===== config.mk =====
export PLATFORM = sky130hd
export DESIGN_NAME = uart_tx_serializer
export DESIGN_NICKNAME = d
export VERILOG_FILES = /design/src/rtl/uart_pkg.sv /design/src/rtl/uart_tx_serializer_baud.sv /design/src/rtl/uart_tx_serializer.sv
export SDC_FILE = /design/constraint.sdc
export NUM_CORES = 1
export LEC_CHECK = 0
export ABC_AREA = 1
export BUFFER_PORTS_ARGS = -buffer_cell sky130_fd_sc_hd__buf_4
export CAP_MARGIN = 40
export CELL_PAD_IN_SITES_DETAIL_PLACEMENT = 1
export CELL_PAD_IN_SITES_GLOBAL_PLACEMENT = 1
export CORE_ASPECT_RATIO = 1.2
export CORE_MARGIN = 4
export CORE_UTILIZATION = 45
export CTS_BUF_LIST = sky130_fd_sc_hd__clkbuf_2
export DETAILED_ROUTE_END_ITERATION = 8
export GPL_TIMING_DRIVEN = 0
export PLACE_DENSITY = 0.85
export SYNTH_ARGS = -nofsm -noshare
export SYNTH_HDL_FRONTEND = slang
export SYNTH_SLANG_ARGS = --single-unit

===== constraint.sdc =====
create_clock -name clk -period 3.3 [get_ports clk]
set_input_delay 0.66 -clock clk [delete_from_list [all_inputs] [get_ports clk]]
set_output_delay 0.66 -clock clk [all_outputs]
set_load 0.01 [all_outputs]

===== src/rtl/uart_pkg.sv =====
`default_nettype none
// ============================================================================
// Module      : uart_pkg
// Description : Shared definitions for the UART transmit serializer: state
//               encoding, default bit period and frame-length helper.
// Revision    : 1.0  initial release
// ============================================================================
package uart_pkg;

    // Serializer state encoding (3-bit)
    typedef logic [2:0] state_t;
    localparam state_t IDLE   = 3'd0;
    localparam state_t START  = 3'd1;
    localparam state_t DATA   = 3'd2;
    localparam state_t PARITY = 3'd3;
    localparam state_t STOP   = 3'd4;

    // 50 MHz clock / 115200 baud
    localparam int DEFAULT_CLKS_PER_BIT = 434;

    // Cycles from the accepting edge until done is high:
    // one bit period per start/data/parity/stop bit, plus the done cycle.
    function automatic int frame_cycles(input int cpb, input int parity_en,
                                        input int stop_bits);
        return cpb * (1 + 8 + parity_en + stop_bits) + 1;
    endfunction

    localparam int DEFAULT_FRAME_CYCLES = frame_cycles(DEFAULT_CLKS_PER_BIT, 0, 1);

endpackage
`default_nettype wire


===== src/rtl/uart_tx_serializer_baud.sv =====
`default_nettype none
// ============================================================================
// Module      : uart_baud_counter
// Description : Bit-period counter. Counts 0..CLKS_PER_BIT-1 and raises tick
//               on the last cycle of every bit period; clear restarts it.
// Revision    : 1.0  initial release
// ============================================================================
module uart_baud_counter
    import uart_pkg::*;
#(
    parameter int CLKS_PER_BIT = DEFAULT_CLKS_PER_BIT
) (
    input  logic clk,
    input  logic reset,
    input  logic clear,
    output logic tick
);

    localparam int                CNT_W  = (CLKS_PER_BIT > 1) ? $clog2(CLKS_PER_BIT) : 1;
    localparam logic [CNT_W-1:0]  C_LAST = CNT_W'(CLKS_PER_BIT - 1);

    logic [CNT_W-1:0] r_count;
    logic             w_last;

    assign w_last = (r_count == C_LAST);
    // A cleared counter is never at a bit boundary, so tick is masked too
    assign tick   = w_last && !clear;

    // Free-running bit-period count, wrapping at each bit boundary
    always_ff @(posedge clk) begin
        if (reset || clear) begin
            r_count <= '0;
        end else if (w_last) begin
            r_count <= '0;
        end else begin
            r_count <= r_count + 1'b1;
        end
    end

endmodule
`default_nettype wire


===== src/rtl/uart_tx_serializer.sv =====
`default_nettype none
// ============================================================================
// Module      : uart_tx_serializer
// Description : Byte-wide UART transmitter. 1 start bit, 8 data bits LSB
//               first, optional even parity, 1 or 2 stop bits. All outputs
//               registered; done pulses for one cycle at end of frame.
// Revision    : 1.0  initial release
// ============================================================================
module uart_tx_serializer
    import uart_pkg::*;
#(
    parameter int CLKS_PER_BIT = DEFAULT_CLKS_PER_BIT,
    parameter int PARITY_EN    = 0,
    parameter int STOP_BITS    = 1
) (
    input  logic       clk,
    input  logic       reset,
    input  logic       en,
    input  logic       tx_start,
    input  logic [7:0] data_in,
    output logic       tx,
    output logic       busy,
    output logic       done
);

    localparam logic [2:0] C_LAST_STOP = 3'(STOP_BITS - 1);

    state_t     r_state;
    logic [7:0] r_shift;
    logic [2:0] r_bit_cnt;
    logic       r_parity;
    logic       r_tx;
    logic       r_busy;
    logic       r_done;
    logic       w_tick;
    logic       w_clear;

    // Hold the bit timer at zero whenever no frame is running or the frame
    // is being aborted, so every accepted frame starts a fresh bit period.
    assign w_clear = (r_state == IDLE) || !en;

    uart_baud_counter #(
        .CLKS_PER_BIT (CLKS_PER_BIT)
    ) u_baud (
        .clk   (clk),
        .reset (reset),
        .clear (w_clear),
        .tick  (w_tick)
    );

    // Frame sequencer with registered line, busy and done outputs
    always_ff @(posedge clk) begin
        if (reset) begin
            r_state   <= IDLE;
            r_shift   <= '0;
            r_bit_cnt <= '0;
            r_parity  <= 1'b0;
            r_tx      <= 1'b1;
            r_busy    <= 1'b0;
            r_done    <= 1'b0;
        end else begin
            r_done <= 1'b0;
            if (r_state != IDLE && !en) begin
                // Abort: drop the frame silently, no done pulse
                r_state   <= IDLE;
                r_bit_cnt <= '0;
                r_tx      <= 1'b1;
                r_busy    <= 1'b0;
            end else begin
                case (r_state)
                    IDLE: begin
                        r_tx   <= 1'b1;
                        r_busy <= 1'b0;
                        if (en && tx_start) begin
                            r_shift   <= data_in;
                            r_parity  <= ^data_in;
                            r_bit_cnt <= '0;
                            r_state   <= START;
                            r_tx      <= 1'b0;
                            r_busy    <= 1'b1;
                        end
                    end
                    START: begin
                        if (w_tick) begin
                            r_state <= DATA;
                            r_tx    <= r_shift[0];
                        end
                    end
                    DATA: begin
                        if (w_tick) begin
                            r_shift <= r_shift >> 1;
                            if (r_bit_cnt == 3'd7) begin
                                r_bit_cnt <= '0;
                                if (PARITY_EN != 0) begin
                                    r_state <= PARITY;
                                    r_tx    <= r_parity;
                                end else begin
                                    r_state <= STOP;
                                    r_tx    <= 1'b1;
                                end
                            end else begin
                                r_bit_cnt <= r_bit_cnt + 3'd1;
                                r_tx      <= r_shift[1];
                            end
                        end
                    end
                    PARITY: begin
                        if (w_tick) begin
                            r_state <= STOP;
                            r_tx    <= 1'b1;
                        end
                    end
                    STOP: begin
                        if (w_tick) begin
                            // Bit counter is reused to count stop bits
                            if (r_bit_cnt == C_LAST_STOP) begin
                                r_state   <= IDLE;
                                r_bit_cnt <= '0;
                                r_busy    <= 1'b0;
                                r_done    <= 1'b1;
                            end else begin
                                r_bit_cnt <= r_bit_cnt + 3'd1;
                            end
                        end
                    end
                    default: begin
                        r_state   <= IDLE;
                        r_bit_cnt <= '0;
                        r_tx      <= 1'b1;
                        r_busy    <= 1'b0;
                    end
                endcase
            end
        end
    end

    assign tx   = r_tx;
    assign busy = r_busy;
    assign done = r_done;

endmodule
`default_nettype wire


---- Word level (Yosys, flattened, before mapping) ----
Index checks and enable logic that the tools add are counted.
W data, S select, Z words.
cells by class
  bitwise gates (word level) .............. 5
  muxes and demuxes ....................... 28
  add/sub/neg operators ................... 2
  reductions and logical operators ........ 21
  equality and inequality tests ........... 13
operator list
  cell                   count
  $mux W3                12
  $mux W8                2
  $pmux W8 S2            1
  $pmux W3 S5            1
  $pmux W3 S4            1
  $reduce_and A4 Y1      3
  $ne A2 B1 Y1 const B   5
  $add A9 B1 Y9 const B  1
  $eq A9 B9 Y1 const B   1
  $mux W1                9
  $reduce_and A7 Y1      1
  $eq A3 B2 Y1 const B   2
  $eq A3 B3 Y1 const B   2
  $logic_not A3 Y1       2
  $reduce_or A2 Y1       3
  $not A1 Y1             5
  $pmux W1 S5            1
  $ne A2 B2 Y1 const B   2
  $reduce_or A4 Y1       1
  $add A3 B1 Y3 const B  1
  $eq A3 B1 Y1 const B   1
  $logic_and A1 B1 Y1    3
  $pmux W1 S3            1
  $reduce_and A3 Y1      1
  5 further kinds        7
word-level totals
  register bits after elaboration ......... 26
  output and inout bits ................... 3
  input bits .............................. 12
  word-level logic and storage cells ...... 76

---- Logic depth before layout (Yosys ltp) ----
Gate-level depths: netlist of run 1.
  word-level depth ........................ 6
  gate-level depth with buffers ........... 13
  depth with buffers taken out ............ 12

---- By module ----
A second synthesis of run 1 with hierarchy kept.
second synthesis, totals
  cell total of the unflattened synthesis .. 230
  area, all modules ....................... 1524.0 um2
modules (own cells, without submodules)
  module              cells each  area each (um2)  instances
  uart_tx_serializer  166         1059.8           1
  uart_baud_counter   64          464.2            1

---- Worst setup path after synthesis of run 1 ----
Ideal clock, no wire load.
  kind .................................... input to register
  from .................................... in en
  to ...................................... reg r_shift[7]
  library setup time ...................... 0.114 ns
  data arrival time ....................... 1.426 ns
  setup slack ............................. 1.761 ns
  required time ........................... 3.186 ns
  stages on the path ...................... 7
  path through ............................ a21boi_2 -> nand2_2 -> nand2_4 -> nand3b_4 -> buf_6 -> a21oi_1 -> nor2_1
between the ends
  word-level cells in the longest chain between the ends .. 6
RTL lines
  item                           line                                                source
  start: declaration             uart_tx_serializer.sv:18                            input logic en,
  $logic_not A1 Y1               uart_tx_serializer.sv:40, uart_tx_serializer.sv:63
  $logic_or A1 B1 Y1             uart_tx_serializer.sv:40                            assign w_clear = (r_state == IDLE) || !en;
  $logic_not A1 Y1               uart_tx_serializer_baud.sv:27                       assign tick = w_last && !clear;
  $logic_and A1 B1 Y1            uart_tx_serializer_baud.sv:27
  $ne A2 B1 Y1 (no line)         --
  $reduce_and A4 Y1 (no line) *  --
  end signal: assignment         uart_tx_serializer.sv:75                            r_shift <= data_in;
  end signal: assignment         uart_tx_serializer.sv:91                            r_shift <= r_shift >> 1;
  end: declaration               uart_tx_serializer.sv:29                            logic [7:0] r_shift;
Every way passes the cells marked *; elsewhere a longest branch is shown, timed or not.
A chain may end at the register's enable or synchronous reset.

---- Final worst setup path of run 1 ----
  from .................................... reg u_baud.r_count[0]
  to ...................................... reg r_shift[2]
between the ends
  word-level cells in the longest chain between the ends .. 4
RTL lines
  item                         line                           source
  start: declaration           uart_tx_serializer_baud.sv:22  logic [CNT_W-1:0] r_count;
  start signal: assignment     uart_tx_serializer_baud.sv:36  r_count <= r_count + 1'b1;
  $eq A9 B9 Y1                 uart_tx_serializer_baud.sv:25  assign w_last = (r_count == C_LAST);
  $logic_and A1 B1 Y1          uart_tx_serializer_baud.sv:27
  $ne A2 B1 Y1 (no line)       --
  $reduce_and A4 Y1 (no line)  --
Every way passes these cells.

==> results of run 1 <==
-- cell families (layout without fill, tap and decap cells) --
group           after synthesis  in the layout
buf+inv                      31             48
compound gates               27             27
xor+xnor                      3              3
flops                        26             26
simple gates                114            114
fa+ha+maj                     5              5
-- how the worst min path moves through the flow --
stage                              endpoint  slack (ps)  cells after the start                         start
2_1_floorplan  u_baud.r_count[0]$_SDFF_PP0_         430                      1  u_baud.r_count[0]$_SDFF_PP0_
3_3_place_gp   u_baud.r_count[0]$_SDFF_PP0_         440                      1  u_baud.r_count[0]$_SDFF_PP0_
3_5_place_dp              busy$_SDFFE_PP0P_         460                      2             busy$_SDFFE_PP0P_
4_1_cts                   busy$_SDFFE_PP0P_         490                      2             busy$_SDFFE_PP0P_
5_1_grt             r_shift[7]$_SDFFE_PP0P_         510                      3                    data_in[7]
6_report                  busy$_SDFFE_PP0P_         480                      2             busy$_SDFFE_PP0P_
-- through the flow --
| step | util (%) | instances | worst slack, ps | instance area [um^2] | hold WS, ps |
|---|---|---|---|---|---|
| after floorplan | - | 206 | 1760 | 1380 | 433 |
| after global placement | 53.3 | 254 | 1510 | 1530 | 442 |
| after detailed placement | 53.3 | 254 | 1490 | 1530 | 461 |
| after CTS | 53.8 | 257 | 1520 | 1540 | 488 |
| after global routing | 53.8 | 257 | 1370 | 1540 | 512 |
| final | 53.8 | 257 | 1560 | 1540 | 481 |
-- flip-flops by register name (all words and copies together) (netlist names) --
name,cells
r_state,3
r_bit_cnt,3
tx,1
busy,1
done,1
u_baud.r_count,9
r_shift,8
-- power groups by stage --
stage / clock [mW] / combinational [mW] / sequential (mW)
6_report: 0.121 / 0.644 / 0.442
5_1_grt: 0.137 / 0.757 / 0.448
3_5_place_dp: 0 / 0.649 / 0.451
2_1_floorplan: 0 / 0.493 / 0.440
4_1_cts: 0.124 / 0.653 / 0.443
3_3_place_gp: 0 / 0.608 / 0.444
-- worst reg2reg max path, delay by kind of cell (launching register included) --
kind	cells	cell delay [ps]
simple gates	8	880
flops	1	430
buf+inv	2	210
fa+ha+maj	1	170
-- area by class of cell --
| class | count | area, um^2 | share of cell area, % |
|---|---|---|---|
| plain buffers | 2 | 15.0 | 0.974 |
| flip-flops and latches | 26 | 520 | 33.8 |
| clock buffers | 3 | 15.0 | 0.974 |
| inverters | 29 | 109 | 7.06 |
| well taps | 34 | 42.5 | 2.76 |
| multi-input cells | 149 | 734 | 47.6 |
| repair buffers | 14 | 105 | 6.82 |
-- routing by layer --
metal | share of wire (%) | up-vias | global-route usage, %
li1 | - | 679 | -
met1 | 44 | 599 | 20.2
met2 | 53 | 20 | 34.9
met3 | 3.2 | 2 | 2.05
met4 | 0.71 | 0 | 6.09
met5 | 0 | - | 0
-- cell usage in the layout, fill, tap and decap left out, types with 2 or more instances in the layout --
cell type	n
clkbuf_2	3
o21ai_0	12
inv_1	25
buf_4	14
nand2_2	2
nand2_1	54
nor4_1	2
nor2_1	40
ha_1	5
nand3_1	8
xor2_1	2
nand4_1	2
inv_2	3
dfxtp_1	26
nor3_1	2
a21oi_1	7
o211ai_1	3
==> flow_summary_export.csv, run 1 <==
group,metric,value,unit
synth,yosys-top-cells-area,"dfxtp_1 (38%), nand2_1 (15%), nor2_1 (11%)",
synth,synthTopCellsByCount,"nand2_1 (54), nor2_1 (40), dfxtp_1 (26)",
clocking,root_buffer,"clkbuf_2",
pwr,switchingPower,556,uW
clocking,clock_latency,350,ps
pwr,combPwrFrac,53.4,%
cells_and_area,n_antenna_cell,0,
critical_path,worstReg2RegStart,"u_baud.r_count[0]$_SDFF_PP0_",
synth,synth.distinct_cells,28,
clocking,cts-htree-levels,1,
clocking,cts_resized,0,
grt,antenna_found_initial,0,
clocking,post_cts_buffers,0,
routing,routed_via_density,5.06,
critical_path,path_delay_family,"simple AND/OR/NAND/NOR gates",
grt,grt_pass1_wl,5620,um
synth,avgSynthCellArea,6.69,um^2
routing,wl,3260,um
routing,dr.pass1.iters,4,
clocking,cts_tree,"done",
routing,ant_nets,0,
synth,synth_fa_ha_area_share,4.54,%
routing,drtIter0Drc,58,
cells_and_area,nets,242,
die,dieArea,0.00402,mm^2
pwr,seqPwrFrac,36.6,%
synth,ys_seq_area_share,37.7,%
die,pin_count,15,
clocking,clk_pin_slew,240,ps
critical_path,r2r_slack,1560,ps
pwr,switching_share,46.0,%
timing,finalSetupViolations,0,
critical_path,r2r_cells,11,
critical_path,required,3590,ps
critical_path,path_cells,"ha_1 > inv_1 > nor2_1 > nand2_1 > nor2_1 > nand2_2 > nand2_4 > nand3b_4 > buf_6 > nor2_1 > nor2_1",
synth,synthSimpleGateAreaFrac,35.2,%
synth,syn-num-nets,223,
pwr,pwr-share-clk,10.0,%
pwr,power.static_leakage,0.741,nW
synth,synth.most_common_cell,"nand2_1",
critical_path,cp_slowest_cell,"dfxtp_1",
critical_path,critical_path.most_common_cell,"nor2_1",
clocking,ctsHoldBuffers,0,
synth,synth_edf_count,0,
die,die_h,68.6,um
synth,synth_top_family_by_area,"simple AND/OR/NAND/NOR gates",
synth,synth_area_leader_cell,"dfxtp_1",
die,core-area,0.00286,mm^2
cells_and_area,drive_gt1_share,12.1,%
placement,port-buffer-count,14,
cells_and_area,num-fill-cells,389,
clocking,numCtsBuffers,3,
timing,rsz0062_at_grt,"no",
synth,syn_area,0.00138,mm^2
grt,grt-ovfl-total,0,
synth,synthMuxAreaShare,0,%
routing,dr_total_vias,1300,
placement,dp_hpwl,2620,um
die,std_cell_rows,21,
critical_path,critPathMaxFanout,10,
cells_and_area,areaGrowthSynthToFinish,11.8,%
timing,hold_viol,0,
timing,relSlewSlack,66.0,%
synth,ys.flop_type,"dfxtp_1",
die,initial_core_util,48.1,%
timing,timing.fmax,0.574,GHz
timing,min_period,1740,ps
synth,synthArstFlopShare,0,%
routing,post-route-drc-count,0,
critical_path,endpoint_kind,"flop",
clocking,clock_sinks,26,
critical_path,critPathMaxStageDelay,430,ps
synth,yosysWarningCount,0,
synth,synth_top_area_share,37.7,%
timing,worstMarginPinSlew,505,ps
synth,synth_compound_area_share,11.6,%
critical_path,cp-start-kind,"flop",
synth,synth_xor_area_share,1.91,%
critical_path,path_depth,11,
grt,grt_pass1_vias,1319,
synth,synthCells,206,
pwr,power,1.21,mW
min_path,min_path_type,"flop to flop",
critical_path,setup.worst_path.end,"r_shift[2]$_SDFFE_PP0P_",
status,status,"complete, no violations",
pwr,power.density,783,mW/mm^2
critical_path,setup.worst_path.start,"u_baud.r_count[0]$_SDFF_PP0_",
timing,drv_slew,0,
placement,place.gp.congestion,0.793,
flow_run,cap_violations,0,
critical_path,reg2reg_to,"r_shift[2]$_SDFFE_PP0P_",
critical_path,critPathArrivalTime,2030,ps
clocking,clk_path_buf_depth,2,
synth,synth-seq-cells,26,
critical_path,critical_path_class,"flop to flop",
timing,period_share,52.8,%
timing,fin_setup_tns,0,ps
timing,skew,4.54,ps
pwr,p_int,651,uW
routing,routedWlPerCell,12.7,um
grt,grt_start_max_net_pins,14,
die,die-width,58.5,um
grt,grt_usage,18.0,%
pwr,ir_drop,0.391,mV
critical_path,crit_buf_inv,2,
Note: power is estimated with default switching activity, not from simulation.
==> inputs of run 2 (changes only) <==
--- a/config.mk
+++ b/config.mk
@@ -12,11 +12,11 @@
 export CELL_PAD_IN_SITES_GLOBAL_PLACEMENT = 1
 export CORE_ASPECT_RATIO = 1.2
 export CORE_MARGIN = 4
-export CORE_UTILIZATION = 45
+export CORE_UTILIZATION = 38
 export CTS_BUF_LIST = sky130_fd_sc_hd__clkbuf_2
 export DETAILED_ROUTE_END_ITERATION = 8
 export GPL_TIMING_DRIVEN = 0
-export PLACE_DENSITY = 0.85
+export PLACE_DENSITY = 0.76
 export SYNTH_ARGS = -nofsm -noshare
 export SYNTH_HDL_FRONTEND = slang
 export SYNTH_SLANG_ARGS = --single-unit
==> constraint.sdc (replaced) <==
create_clock -name clk -period 1.5 [get_ports clk]
set_input_delay 0.3 -clock clk [delete_from_list [all_inputs] [get_ports clk]]
set_output_delay 0.3 -clock clk [all_outputs]
set_load 0.01 [all_outputs]
==> run 2 against run 1 <==
  * The run now ends with negative setup slack left
  * Maximum frequency up 8.1%
  * Sequential power up 120%
  * Die area up 16%
  * Routed wire length up 9.7%
  * Clock power up 130%
  * Total power rose to 2.5 times the previous value
  * Sequential share of layout area down 3.0 points
  * Register-to-register slack worse by 1700 ps
  * Largest cell class unchanged
==> flow_summary_export.csv, run 2 (synthesis gave the netlist of run 1 again) <==
group,metric,value,unit
cells_and_area,nets,250,
timing,timing.fmax,0.620,GHz
grt,grt-ovfl-total,0,
cells_and_area,final_cells,269,
critical_path,critPathMaxFanout,8,
cells_and_area,max_flop_register,"u_baud.r_count",
die,dieArea,0.00466,mm^2
cells_and_area,areaGrowthSynthToFinish,25.2,%
min_path,min-delay-start,"data_in[7]",
critical_path,cp-start-kind,"flop",
clocking,clk_path_buf_depth,2,
placement,port-buffer-count,14,
timing,period_share,108,%
die,die_h,74.0,um
routing,ant_nets,0,
pwr,power.static_leakage,0.815,nW
min_path,min_path_type,"input pin to flop",
grt,grt_pass1_wl,6110,um
timing,min_period,1610,ps
timing,drv_slew,0,
clocking,clk_pin_slew,270,ps
die,initial_core_util,40.3,%
timing,finalSetupViolations,13,
cells_and_area,n_antenna_cell,0,
routing,routed_via_density,5.07,
timing,holdWs,136,ps
cells_and_area,largest_register_ffs,9,
clocking,clock_sinks,26,
critical_path,critical_path_class,"flop to flop",
die,std_cell_rows,23,
pwr,power.density,1750,mW/mm^2
timing,relSlewSlack,72.5,%
timing,hold_viol,0,
timing,skew,7.98,ps
routing,drtIter0Drc,39,
clocking,numCtsBuffers,3,
critical_path,critPathArrivalTime,1950,ps
clocking,cts-htree-levels,1,
clocking,cts_tree,"done",
placement,place.gp.congestion,0.823,
critical_path,worstReg2RegStart,"u_baud.r_count[1]$_SDFF_PP0_",
cells_and_area,drive_gt1_share,27.6,%
cells_and_area,reg.largest.list,"u_baud.r_count (9), r_shift (8)",
pwr,ir_drop,0.696,mV
placement,placedCellCount,257,
grt,grt_start_max_net_pins,15,
critical_path,setup.worst_path.start,"u_baud.r_count[1]$_SDFF_PP0_",
critical_path,required,1840,ps
placement,dp_hpwl,2680,um
die,core-area,0.00342,mm^2
die,pin_count,15,
timing,worstMarginPinSlew,410,ps
clocking,ctsHoldBuffers,0,
routing,routedWlPerCell,13.3,um
status,violations,"negative setup slack",
grt,antenna_found_initial,0,
routing,post-route-drc-count,0,
die,die-width,63.0,um
timing,rsz0062_at_grt,"yes",
cells_and_area,mostFrequentLayoutCell,"nand2_1",
routing,dr.pass1.iters,4,
critical_path,endpoint_kind,"flop",
cells_and_area,layout_common_cells,"nand2_1 (47), nor2_1 (33), inv_1 (23), dfxtp_1 (21), buf_4 (21)",
routing,wl,3580,um
grt,grt_pass1_vias,1450,
status,status,"finished, violations left",
grt,grt_usage,16.2,%
routing,dr_total_vias,1365,
clocking,clock_latency,360,ps
timing,worst_slack,-114,ps
flow_run,cap_violations,0,
clocking,root_buffer,"clkbuf_2",
==> run 2: final cells by class <==
cell class | count | area, um^2
fillers | 447 | 1700
multi-input cells | 149 | 836
flip-flops and latches | 26 | 532
repair buffers | 22 | 169
inverters | 29 | 109
well taps | 37 | 46.3
plain buffers | 2 | 16.3
clock buffers | 3 | 15.0
clock inverters | 1 | 3.75
==> run 2: final timing paths <==
kind	endpoint	slack (ps)	cells past startpoint
setup / recovery	r_shift[6]$_SDFFE_PP0P_	-110	13
hold / removal	r_shift[7]$_SDFFE_PP0P_	140	3
setup reg to reg	r_shift[6]$_SDFFE_PP0P_	-110	13
hold reg to reg	busy$_SDFFE_PP0P_	490	2
==> run 2: report_power, final <==
part	switching (mW)	internal, mW
logic	1.07	0.684
clock network	0.226	0.0579
registers	0.0992	0.883
==> run 2: metal layers <==
layer	track usage (%)	wire length (um)
met5	0	0
met4	4.41	27
met1	17.9	1560
met2	31.9	1890
met3	2.87	100
==> run 2: critical path, cell delays in order, from the launching register on <==
cell	delay, ps
dfxtp_2	390
inv_2	60
ha_4	120
inv_2	40
nor2_4	100
nand2_2	70
nor2_4	140
nand2_4	70
nand2_4	90
nand3b_4	150
buf_4	190
nand2_1	50
nand2_1	40
nor2_1	70
==> run 2: what timing repair did <==
action | CTS | global route
endpoints found under the setup margin | 20 | 20
pin swaps | 1 | 5
resized for setup | 17 | 25
buffers inserted | 3 | 4
gates cloned | 1 | 0
==> run 2: metrics by stage <==
stage | cell area (um^2) | TNS [ps] | utilization [%] | power, mW | worst slack [ps]
final | 1730 | -968 | 50.4 | 3.02 | -114
after global routing | 1730 | -3330 | 50.4 | 3.33 | -244
after CTS | 1620 | -1010 | 47.4 | 2.84 | -110
after detailed placement | 1530 | -3020 | 44.7 | 2.42 | -247
after global placement | 1530 | -1730 | 44.7 | 2.33 | -183
after floorplan | 1380 | 0 | - | 2.05 | 13.8
==> inputs of run 3 (changes only) <==
--- a/config.mk
+++ b/config.mk
@@ -12,11 +12,11 @@
 export CELL_PAD_IN_SITES_GLOBAL_PLACEMENT = 1
 export CORE_ASPECT_RATIO = 1.2
 export CORE_MARGIN = 4
-export CORE_UTILIZATION = 38
-export CTS_BUF_LIST = sky130_fd_sc_hd__clkbuf_2
+export CORE_UTILIZATION = 36
+export CTS_BUF_LIST = sky130_fd_sc_hd__clkbuf_8 sky130_fd_sc_hd__clkbuf_16
 export DETAILED_ROUTE_END_ITERATION = 8
 export GPL_TIMING_DRIVEN = 0
-export PLACE_DENSITY = 0.76
+export PLACE_DENSITY = 0.73
 export SYNTH_ARGS = -nofsm -noshare
 export SYNTH_HDL_FRONTEND = slang
 export SYNTH_SLANG_ARGS = --single-unit
==> run 3 against run 2 <==
  * The flow still finishes with violations (negative setup slack)
  * Final cell count is 5.2% higher
  * Routed wire length grew 1.6%
  * Die area increased by 4.9%
  * Critical path depth decreased by 1
  * Design area rose by 2.6%
  * Sequential power about the same
  * Register-to-register slack better by 80 ps
  * Count of clock-buffer cells in the layout grew 1
  * First-iteration DRC count is 26% lower
  * Critical endpoint unchanged
==> flow_summary_export.csv, run 3 (synthesis gave the netlist of run 1 again) <==
group,metric,value,unit
status,status,"finished, violations left",
status,violations,"negative setup slack",
min_path,min_path_type,"input pin to flop",
routing,dr.pass1.iters,4,
cells_and_area,num-fill-cells,493,
placement,place.gp.congestion,0.892,
timing,timing.fmax,0.650,GHz
placement,placedCellCount,272,
placement,place_area,0.00155,mm^2
routing,post-route-drc-count,0,
die,core-area,0.00366,mm^2
cells_and_area,max_flop_register,"u_baud.r_count",
die,die-width,64.5,um
critical_path,path_cells,"inv_2 > ha_4 > inv_2 > nor2_4 > nand2_2 > nor2_4 > nand2_2 > nand2_4 > nand3b_4 > buf_8 > nor2_2 > nor2_1",
timing,min_period,1540,ps
placement,dp_hpwl,2600,um
pwr,power.density,1820,mW/mm^2
cells_and_area,drive_gt1_share,29.0,%
cells_and_area,areaGrowthSynthToFinish,28.5,%
cells_and_area,register_area,527,um^2
timing,drv_slew,0,
critical_path,r2r_slack,-40,ps
timing,relSlewSlack,73.1,%
clocking,cts_tree,"done",
routing,wl,3640,um
grt,grt_pass1_vias,1471,
timing,holdWs,256,ps
timing,worst_slack,-37.3,ps
cells_and_area,n_antenna_cell,0,
timing,finalSetupViolations,9,
cells_and_area,multi_input_area,831,um^2
clocking,clk_pin_slew,100,ps
die,dieArea,0.00489,mm^2
cells_and_area,mostFrequentLayoutCell,"nand2_1",
critical_path,required,1680,ps
grt,grt-ovfl-total,0,
cells_and_area,final_cells,283,
grt,grt_usage,17.0,%
routing,ant_nets,0,
clocking,clk_path_buf_depth,2,
cells_and_area,largest_register_ffs,9,
die,die_h,75.8,um
timing,skew,5.44,ps
clocking,clock_latency,280,ps
grt,grt_pass1_wl,6400,um
critical_path,endpoint_kind,"flop",
routing,routed_via_density,4.88,
critical_path,critical_path_class,"flop to flop",
die,initial_core_util,37.6,%
pwr,power.static_leakage,0.810,nW
routing,drtIter0Drc,29,
timing,worstMarginPinSlew,400,ps
die,pin_count,15,
critical_path,cp-start-kind,"flop",
cells_and_area,layout_common_cells,"nand2_1 (45), nor2_1 (31), inv_1 (23), dfxtp_1 (21), buf_4 (19)",
critical_path,critPathMaxFanout,6,
timing,hold_viol,0,
cells_and_area,nets,249,
timing,period_share,102,%
timing,rsz0062_at_grt,"yes",
die,std_cell_rows,24,
clocking,numCtsBuffers,3,
critical_path,critPathArrivalTime,1720,ps
flow_run,cap_violations,0,
clocking,clock_sinks,26,
timing,fin_setup_tns,-208,ps
critical_path,cp_slowest_cell,"dfxtp_2",
clocking,cts-htree-levels,1,
placement,port-buffer-count,14,
pwr,ir_drop,0.800,mV
clocking,root_buffer,"clkbuf_8",
routing,dr_total_vias,1380,
cells_and_area,reg.largest.list,"u_baud.r_count (9), r_shift (8)",
grt,grt_start_max_net_pins,15,
cells_and_area,stdcell_area,0.00177,mm^2
routing,routedWlPerCell,12.9,um
critical_path,critPathMaxStageDelay,330,ps
grt,antenna_found_initial,0,
## run 3: path summary, 6_finish.rpt
path,start,to,cells past startpoint
hold / removal,data_in[7],r_shift[7]$_SDFFE_PP0P_,3
setup reg to reg,u_baud.r_count[1]$_SDFF_PP0_,r_shift[6]$_SDFFE_PP0P_,12
setup / recovery,u_baud.r_count[1]$_SDFF_PP0_,r_shift[6]$_SDFFE_PP0P_,12
hold reg to reg,tx$_SDFFE_PP1P_,tx$_SDFFE_PP1P_,2
## run 3: what timing repair did
| item | CTS | global route |
|---|---|---|
| pin swaps | 3 | 4 |
| cloned | 1 | 0 |
| resized for setup | 28 | 14 |
| hold buffers | 0 | 0 |
| setup buffers | 6 | 0 |
| setup endpoints to repair | 18 | 26 |
## run 3: worst max-delay path: cells and delay by family, from the launching register on
kind / cells / cell delay [ps]
fa+ha+maj: 1 / 120
buf+inv: 3 / 270
flops: 1 / 330
simple gates: 8 / 720
## run 3: metal layers
metal,wire length (um),up-vias,track usage (%)
met3,82,5,2.21
li1,-,701,-
met1,1500,659,17.8
met2,2000,15,34.3
met4,62,0,7.04
met5,0,-,0
## run 3: final cells by class
cell class,count,area share [%]
tap,52,3.67
clock buffer,4,3.11
timing repair buffer,21,9.32
buffer,2,1.13
multi-input combinational,149,46.9
inverter,29,6.14
sequential,26,29.7
## run 3: metrics by stage
stage | utilization, % | worst slack (ps) | power [mW]
global placement | 42.3 | -151 | 2.33
detailed placement | 42.3 | -214 | 2.40
global route | 48.4 | -145 | 3.55
floorplan | - | 13.8 | 2.05
CTS | 47.1 | -67.3 | 3.16
finish | 48.4 | -37.3 | 3.23
## run 3: power by group
| group | total, mW | switching, mW | internal (mW) |
|---|---|---|---|
| sequential | 0.986 | 0.106 | 0.880 |
| clock | 0.469 | 0.234 | 0.235 |
| combinational | 1.77 | 1.07 | 0.703 |
